File: src/rtl/trace_pkg.sv
// trace_pkg: state/mode encodings and record sizing shared by the commit-trace buffer
package trace_pkg;
    typedef enum logic [1:0] {
        ST_IDLE  = 2'd0,
        ST_ARMED = 2'd1,
        ST_POST  = 2'd2,
        ST_DONE  = 2'd3
    } state_t;
    localparam logic [1:0] MODE_FILL = 2'd0;
    localparam logic [1:0] MODE_RING = 2'd1;
    localparam logic [1:0] MODE_TRIG = 2'd2;
    function automatic int rec_w(input int data_w, input int ridx_w);
        return 2 * data_w + 1 + ridx_w + data_w;
    endfunction
endpackage

File: src/rtl/trace_ring_mem.sv
// trace_ring_mem: DEPTH-entry ring of records; level counter keeps full and empty distinct
module trace_ring_mem
    import trace_pkg::*;
#(
    parameter int DEPTH = 8,
    parameter int W     = 32,
    parameter int PTR_W = $clog2(DEPTH)
) (
    input  logic           clk_in,
    input  logic           reset,
    input  logic           clr,
    input  logic           push,
    input  logic           pop,
    input  logic [W-1:0]   wdata,
    output logic [W-1:0]   rdata,
    output logic [PTR_W:0] level,
    output logic           full,
    output logic           empty
);
    localparam logic [PTR_W:0] DEPTH_L = (PTR_W + 1)'(DEPTH);
    logic [W-1:0]     mem [DEPTH];
    logic [PTR_W-1:0] head, tail;
    assign full  = level == DEPTH_L;
    assign empty = level == '0;
    // head field reads as zero while nothing is stored
    assign rdata = empty ? '0 : mem[head];
    always_ff @(posedge clk_in or posedge reset) begin
        if (reset) begin
            head  <= '0;
            tail  <= '0;
            level <= '0;
        end else if (clr) begin
            head  <= '0;
            tail  <= '0;
            level <= '0;
        end else begin
            if (push) tail <= tail + 1'b1;
            if (pop) head <= head + 1'b1;
            if (push && !pop) level <= level + 1'b1;
            else if (pop && !push) level <= level - 1'b1;
        end
    end
    always_ff @(posedge clk_in) begin
        if (push) mem[tail] <= wdata;
    end
endmodule

File: src/rtl/trace_capture_buffer.sv
// trace_capture_buffer: commit-trace recorder with fill, ring and PC-trigger capture modes
module trace_capture_buffer
    import trace_pkg::*;
#(
    parameter int DATA_W = 32,
    parameter int RIDX_W = 5,
    parameter int DEPTH  = 8,
    parameter int PTR_W  = $clog2(DEPTH),
    parameter int DROP_W = 16
) (
    input  logic              clk_in,
    input  logic              reset,
    input  logic              arm,
    input  logic              stop,
    input  logic [1:0]        mode,
    input  logic [DATA_W-1:0] trig_pc,
    input  logic [PTR_W:0]    post_cnt,
    input  logic              in_valid,
    input  logic [DATA_W-1:0] in_pc,
    input  logic [DATA_W-1:0] in_inst,
    input  logic              in_we,
    input  logic [RIDX_W-1:0] in_waddr,
    input  logic [DATA_W-1:0] in_wdata,
    input  logic              out_ready,
    output logic              out_valid,
    output logic [DATA_W-1:0] out_pc,
    output logic [DATA_W-1:0] out_inst,
    output logic              out_we,
    output logic [RIDX_W-1:0] out_waddr,
    output logic [DATA_W-1:0] out_wdata,
    output logic [PTR_W:0]    level,
    output logic [DROP_W-1:0] drop_cnt,
    output logic [1:0]        state,
    output logic              triggered
);
    localparam int REC_W = rec_w(DATA_W, RIDX_W);
    localparam logic [PTR_W:0] DEPTH_L = (PTR_W + 1)'(DEPTH);
    state_t            st, st_n;
    logic [1:0]        mode_q;
    logic [DATA_W-1:0] trig_q;
    logic [PTR_W:0]    post_q, rem;
    logic [REC_W-1:0]  rdata;
    logic full, empty, accept, pop_req, push, mem_pop, trig_hit, post_last, lost;
    assign accept    = in_valid && (st == ST_ARMED || st == ST_POST) && !arm && !stop;
    assign pop_req   = out_valid && out_ready && !arm;
    assign lost      = accept && full && !pop_req;
    // a full ring with no consumer pop makes room by retiring the oldest entry
    assign push      = accept && (!full || pop_req || mode_q != MODE_FILL);
    assign mem_pop   = pop_req || (lost && mode_q != MODE_FILL);
    assign trig_hit  = accept && st == ST_ARMED && mode_q == MODE_TRIG && in_pc == trig_q;
    assign post_last = accept && st == ST_POST && rem == (PTR_W + 1)'(1);
    assign out_valid = !empty;
    assign state     = st;
    assign {out_pc, out_inst, out_we, out_waddr, out_wdata} = rdata;
    trace_ring_mem #(.DEPTH(DEPTH), .W(REC_W), .PTR_W(PTR_W)) u_mem (
        .clk_in (clk_in),
        .reset  (reset),
        .clr    (arm),
        .push   (push),
        .pop    (mem_pop),
        .wdata  ({in_pc, in_inst, in_we, in_waddr, in_wdata}),
        .rdata  (rdata),
        .level  (level),
        .full   (full),
        .empty  (empty)
    );
    always_ff @(posedge clk_in or posedge reset) begin
        if (reset) st <= ST_IDLE;
        else st <= st_n;
    end
    always_comb begin
        st_n = st;
        if (arm) st_n = ST_ARMED;
        else if (stop && (st == ST_ARMED || st == ST_POST)) st_n = ST_DONE;
        else if (trig_hit) st_n = post_q == '0 ? ST_DONE : ST_POST;
        else if (post_last) st_n = ST_DONE;
    end
    always_ff @(posedge clk_in or posedge reset) begin
        if (reset) begin
            mode_q    <= MODE_FILL;
            trig_q    <= '0;
            post_q    <= '0;
            rem       <= '0;
            drop_cnt  <= '0;
            triggered <= 1'b0;
        end else if (arm) begin
            mode_q    <= (mode == MODE_RING || mode == MODE_TRIG) ? mode : MODE_FILL;
            trig_q    <= trig_pc;
            post_q    <= post_cnt > DEPTH_L ? DEPTH_L : post_cnt;
            rem       <= '0;
            drop_cnt  <= '0;
            triggered <= 1'b0;
        end else begin
            if (lost && drop_cnt != '1) drop_cnt <= drop_cnt + 1'b1;
            if (trig_hit) begin
                triggered <= 1'b1;
                rem       <= post_q;
            end else if (accept && st == ST_POST) begin
                rem <= rem - 1'b1;
            end
        end
    end
endmodule

File: config.mk
export PLATFORM = sky130hd
export DESIGN_NAME = trace_capture_buffer
export DESIGN_NICKNAME = d
export VERILOG_FILES = /design/src/rtl/trace_pkg.sv /design/src/rtl/trace_ring_mem.sv /design/src/rtl/trace_capture_buffer.sv
export SDC_FILE = /design/constraint.sdc
export NUM_CORES = 1
export LEC_CHECK = 0
export ABC_CLOCK_PERIOD_IN_PS = 17050
export CORE_MARGIN = 2
export CORE_UTILIZATION = 63
export DETAILED_ROUTE_END_ITERATION = 8
export PLACE_DENSITY = 0.9
export REMOVE_ABC_BUFFERS = 1
export SYNTH_ARGS = -nofsm -noshare
export SYNTH_HDL_FRONTEND = slang
export SYNTH_HIERARCHICAL = 1
export SYNTH_SLANG_ARGS = --single-unit
File: constraint.sdc
create_clock -name clk_in -period 17.05 [get_ports clk_in]
set_input_delay 2.5575 -clock clk_in [delete_from_list [all_inputs] [get_ports clk_in]]
set_output_delay 2.5575 -clock clk_in [all_outputs]
set_load 0.005 [all_outputs]
==> results of run 1 <==
[metal layers]
metal	global-route usage	wire [um]	up-vias
met4	0.119	2980	4
li1	-	-	7247
met3	0.0569	7810	183
met5	0	22	-
met1	0.421	31300	9402
met2	0.500	43400	1193
[kinds of logic (layout without fill, tap and decap cells)]
group,Yosys count,count (layout),share of synthesized area
adder cells (fa/ha/maj),11,11,0.00419
XOR/XNOR,52,52,0.0131
other,0,10,0
flip-flops,887,887,0.758
buffers and inverters,94,474,0.0152
multiplexers,348,348,0.176
AND/OR/NAND/NOR,214,214,0.0287
AO/OA/AOI/OAI,25,25,0.00527
[metrics by stage]
step / setup WS [ns] / hold WS [ns] / util
after floorplan: 5.69 / 0.461 / -
after global placement: 10.64 / 0.479 / 0.703
after detailed placement: 10.58 / 0.501 / 0.703
after CTS: 10.20 / 0.520 / 0.757
after global routing: 10.08 / 0.535 / 0.757
final: 10.31 / 0.519 / 0.757
[worst paths after layout]
path | endpoint | from | cells after the start
setup / recovery | out_pc[10] | u_mem/head[1] | 5
min in group asynchronous | u_mem/head[0] | reset | 2
setup reg to reg | u_mem/mem[0][38] | u_mem/level[1] | 9
hold / removal | triggered | triggered | 1
max in group asynchronous | trig_q[29] | reset | 3
hold reg to reg | triggered | triggered | 1
[area by class of cell]
class                      count  area (um^2)
fill                        2610        13200
inverter                      15         56.3
tap                          696          871
antenna                       10         25.0
clock buffer                 111         2350
clock inverter                51          551
sequential                   887        26300
multi-input combinational    650         7920
timing repair buffer         297         2920
[power by group through the flow]
stage	registers [mW]	clock network, mW	logic (mW)
after floorplan	2.52	0	0.459
after global placement	2.48	0	0.853
after detailed placement	2.48	0	0.873
after CTS	2.44	1.99	0.902
after global routing	2.44	2.06	0.944
final	2.44	1.97	0.892
[sequential cells by signal (all words and copies together) (netlist names)]
register	flops
drop_cnt	16
mode_q	2
post_q	4
rem	4
state	2
trig_q	32
triggered	1
u_mem/head	3
u_mem/level	4
u_mem/mem	816
u_mem/tail	3
[worst register-to-register path, delay by kind of cell, from the launching register on]
kind                   cells  cell delay, ns
buffers and inverters      3            1.79
and+or+nand+nor            6            1.57
DFF                        1            0.51
[cells in the final DEF, fill, tap and decap left out, drive strengths merged, types with 30 or more instances in the layout]
master         Yosys  layout
clkinv             0      30
nor2             141     141
mux4             204     204
clkbuf            27     111
xnor2             35      35
mux2              35      35
clkdlybuf4s50      0     270
dfrtp             71      71
edfxtp           816     816
mux2i            109     109
[synthesized netlist by cell type, types with 2 or more instances]
| master | number |
|---|---|
| ha_1 | 10 |
| nand4_1 | 8 |
| clkbuf_1 | 27 |
| nand4b_1 | 2 |
| and4_1 | 2 |
| a21o_1 | 2 |
| buf_2 | 31 |
| nor4b_1 | 4 |
| edfxtp_1 | 816 |
| nor2_1 | 141 |
| nand3_1 | 10 |
| nand2b_1 | 3 |
| mux2i_1 | 109 |
| nor4_4 | 2 |
| a21oi_1 | 7 |
| buf_6 | 18 |
| dfrtp_1 | 71 |
| nor4_1 | 8 |
| xnor2_1 | 35 |
| inv_1 | 15 |
| mux4_2 | 204 |
| nor2b_1 | 4 |
| a211oi_1 | 4 |
| mux2_4 | 2 |
| nor3_1 | 6 |
| xor2_1 | 17 |
| mux2_2 | 33 |
| buf_1 | 3 |
| nand2_1 | 19 |
==> impl_metrics.tcl, run 1 <==
set metrics [dict create \
    status "finished clean" \
    critPathSlowestCell "buf_4" \
    grt_antenna_before_repair 9 \
    syn_area_um2 34700 \
    postCtsSetupBuffers 0 \
    comb_power_share 0.168 \
    period_minus_slack_ns 6.74 \
    synth_seq_cells 887 \
    grt_pass1_vias 18500 \
    crit_chain "buf_4, mux4_2, mux2i_1, nor2_1, clkdlybuf4s50_1" \
    tritoncts "yes" \
    drt_iter0_drc 2097 \
    cp_max_fo 80 \
    setup.worst_path.end_class "output pin" \
    port_buffers 271 \
    clk_latency_ns 0.65 \
    cpPeakStageDelay_ns 1.03 \
    seqPwrFrac 0.460 \
    power.net_switching_mw 1.31 \
    clkSinkCount 887 \
    syn-instance-count 1631 \
    die_area_um2 56900 \
    yosysTopAreaCellShare 0.707 \
    ir_drop_uv 110 \
    startpoint_type "register" \
    drive_above_1_share 0.207 \
    cp.required_ns 14.49 \
    drv_slew 0 \
    start_util 0.640 \
    p_leak_nw 12.9 \
    ctsHoldBuffers 0 \
    ys_warn_count 6 \
    ys_top_cells_by_area "edfxtp_1, mux4_2, dfrtp_1" \
    post-dp-hpwl_mm 43.1 \
    track_usage 0.307 \
    ys_types 47 \
    die_y_um 239 \
    ant_nets 0 \
    rrSetupSlack_ns 12.75 \
    placed_cells 2545 \
    tightest_slew_ns 1.23 \
    die_x_um 239 \
    ys_seq_area_frac 0.758 \
    synthFlopType "edfxtp_1" \
    period_share 0.395 \
    finalSetupViolations 0 \
    vias 18000 \
    clk_pin_slew_ns 0.06 \
    post_cts_resized 0 \
    setup-tns-final_ns 0 \
    grt_max_degree 118 \
    hold_class "register to register" \
    rsz0062_at_grt "no" \
    finClkSkew_ns 0.0270 \
    vias_per_cell 6.64 \
    pin_count 272 \
    numCtsBuffers 86 \
    total_power_mw 5.30 \
    worstPathBufferInverterCount 2 \
    grt_pass1_wl_mm 126 \
    gr-total-overflow 0 \
    swShare 0.247 \
    avgSynthCellArea_um2 21.3 \
    path_delay_family "buffers and inverters" \
    arrival_ns 4.18 \
    routed_wl_mm 85.5 \
    synth_largest_area_cell "edfxtp_1" \
    slew_headroom 0.177 \
    routabilityCongestion 0.863 \
    synth-edff-count 816 \
    clock.fmax_mhz 148 \
    postPlaceCellArea_um2 38100 \
    p_int_mw 3.99 \
    cts-root-buf "clkbuf_16" \
    cellPowerDensity_nw_per_um2 129 \
    areaGrowthSynthToFinish_pct 18.2 \
    async_reset_ff_frac 0.0800 \
    clk_path_buf_depth 3 \
    p_clk_frac 0.372 \
    hold_viol 0 \
    fin_cells 2717 \
    first_pass_iters 6 \
    rows 85 \
    maxCapViolations 0 \
    wl_per_cell_um 31.5 \
    final_area_um2 41000 \
    cts.htree.levels 3 \
    finalNetCount 2094 \
    coreArea_um2 54100 \
    path_class "register to output pin" \
    drc 0 \
]
Note: power is estimated with default switching activity, not from simulation.
==> run 2, diff against run 1 <==
--- a/config.mk
+++ b/config.mk
@@ -5,11 +5,11 @@
 export SDC_FILE = /design/constraint.sdc
 export NUM_CORES = 1
 export LEC_CHECK = 0
-export ABC_CLOCK_PERIOD_IN_PS = 17050
+export ABC_CLOCK_PERIOD_IN_PS = 6760
 export CORE_MARGIN = 2
-export CORE_UTILIZATION = 63
+export CORE_UTILIZATION = 58
 export DETAILED_ROUTE_END_ITERATION = 8
-export PLACE_DENSITY = 0.9
+export PLACE_DENSITY = 0.84
 export REMOVE_ABC_BUFFERS = 1
 export SYNTH_ARGS = -nofsm -noshare
 export SYNTH_HDL_FRONTEND = slang
==> constraint.sdc (replaced) <==
create_clock -name clk_in -period 6.76 [get_ports clk_in]
set_input_delay 1.014 -clock clk_in [delete_from_list [all_inputs] [get_ports clk_in]]
set_output_delay 1.014 -clock clk_in [all_outputs]
set_load 0.005 [all_outputs]
==> impl_metrics.tcl, run 2 (same netlist as run 1, synthesis figures left out) <==
set metrics [dict create \
    status "finished clean" \
    cp.required_ns 5.75 \
    ctsHoldBuffers 0 \
    cts.htree.levels 3 \
    p_leak_nw 12.8 \
    period_share 0.712 \
    drive_above_1_share 0.198 \
    grt_pass1_vias 18000 \
    post-dp-hpwl_mm 41.1 \
    drc 0 \
    cts-root-buf "clkbuf_16" \
    final_area_um2 40900 \
    routabilityCongestion 0.826 \
    total_power_mw 12.8 \
    finalSetupViolations 0 \
    top_register "u_mem/mem" \
    die_area_um2 61700 \
    grt_pass1_wl_mm 114 \
    finalNetCount 2096 \
    tritoncts "yes" \
    final_common_cell "edfxtp_1" \
    wl_per_cell_um 27.5 \
    vias_per_cell 6.18 \
    vias 17200 \
    arrival_ns 3.80 \
    final_cell_mix "edfxtp_1, clkdlybuf4s50_1, mux4_2, nor2_1, mux2i_1" \
    comb_power_share 0.171 \
    rows 89 \
    pin_count 272 \
    clk_pin_slew_ns 0.06 \
    clk_latency_ns 0.62 \
    setup.worst_path.end_class "output pin" \
    slew_headroom 0.201 \
    cellPowerDensity_nw_per_um2 313 \
    grt_max_degree 103 \
    areaGrowthSynthToFinish_pct 18.0 \
    die_y_um 248 \
    whs_ns 0.499 \
    placed_cells 2626 \
    gr-total-overflow 0 \
    cp_max_fo 46 \
    seqPwrFrac 0.479 \
    hold_class "register to register" \
    coreArea_um2 59000 \
    clock.fmax_mhz 208 \
    n_fill_cell 3475 \
    p_int_mw 9.74 \
    postCtsSetupBuffers 0 \
    final_core_util 0.693 \
    drt_iter0_drc 1642 \
    ir_drop_uv 259 \
    clkSinkCount 887 \
    tightest_slew_ns 1.20 \
    largest_registers "u_mem/mem: 816 flops, trig_q: 32 flops, drop_cnt: 16 flops" \
    path_class "register to output pin" \
    hold_viol 0 \
    grt_antenna_before_repair 10 \
    power.net_switching_mw 3.08 \
    finClkSkew_ns 0.0186 \
    swShare 0.240 \
    period_minus_slack_ns 4.82 \
    largest_reg_flops 816 \
    startpoint_type "register" \
    track_usage 0.247 \
    rsz0062_at_grt "no" \
    fin_cells 2785 \
    p_clk_frac 0.350 \
    routed_wl_mm 76.4 \
    ant_nets 0 \
    first_pass_iters 7 \
    die_x_um 248 \
    maxCapViolations 0 \
    clk_path_buf_depth 3 \
    start_util 0.587 \
    numCtsBuffers 84 \
    postPlaceCellArea_um2 38300 \
    post_cts_resized 0 \
    drv_slew 0 \
    port_buffers 271 \
]
## run 2: cell types whose count changed in the layout (fill, tap and decap cells not counted), sizes merged
cell	previous run	this run
buf	27	31
bufinv	10	4
clkbuf	111	119
clkinv	30	26
clkinvlp	8	1
diode	10	5
inv	18	19
## run 2: stage by stage
step,setup WS (ns),setup TNS (ns)
finish,1.94,0
global route,1.74,0
CTS,1.94,0
detailed placement,2.32,0
global placement,2.37,0
floorplan,-3.06,-923.54
## run 2: path summary, 6_finish.rpt
path	from	endpoint	slack, ns	cells past startpoint
max	u_mem/head[0]	out_pc[5]	1.94	5
min	triggered	triggered	0.50	1
max reg2reg	state[0]	u_mem/mem[2][3]	2.86	7
min reg2reg	triggered	triggered	0.50	1
max in group asynchronous	reset	trig_q[8]	5.05	3
min in group asynchronous	reset	drop_cnt[9]	0.73	2
## run 2: critical path: stages, from the launching register on
cell and delay, ns:
dfrtp_4 1.06, buf_4 0.57, mux4_2 0.59, mux2i_1 0.26
nor2_1 0.16, clkdlybuf4s50_1 0.52
## run 2: final cells by class
| class | instances | area (um^2) | area share |
|---|---|---|---|
| sequential | 887 | 26300 | 0.643 |
| multi-input combinational | 650 | 7920 | 0.194 |
| timing repair buffer | 301 | 3080 | 0.0754 |
| clock buffer | 119 | 2290 | 0.0559 |
| tap | 773 | 967 | 0.0236 |
| clock inverter | 35 | 293 | 0.00716 |
| inverter | 15 | 56.3 | 0.00138 |
| antenna | 5 | 12.5 | 0.000306 |
## run 2: metal layers
metal  vias to the layer above  track usage  wire length [um]
li1                       7239            -                 -
met1                      8966        0.340             29800
met2                       887        0.396             38200
met3                       115       0.0567              6650
met4                        12       0.0862              1670
met5                         -            0                75
## run 2: power by group through the flow
stage          combinational (mW)  sequential [mW]  clock (mW)
2_1_floorplan                1.16             6.36           0
3_3_place_gp                 2.15             6.25           0
3_5_place_dp                 2.19             6.26           0
4_1_cts                      2.23             6.15        4.54
5_1_grt                      2.35             6.16        4.75
6_report                     2.20             6.14        4.48
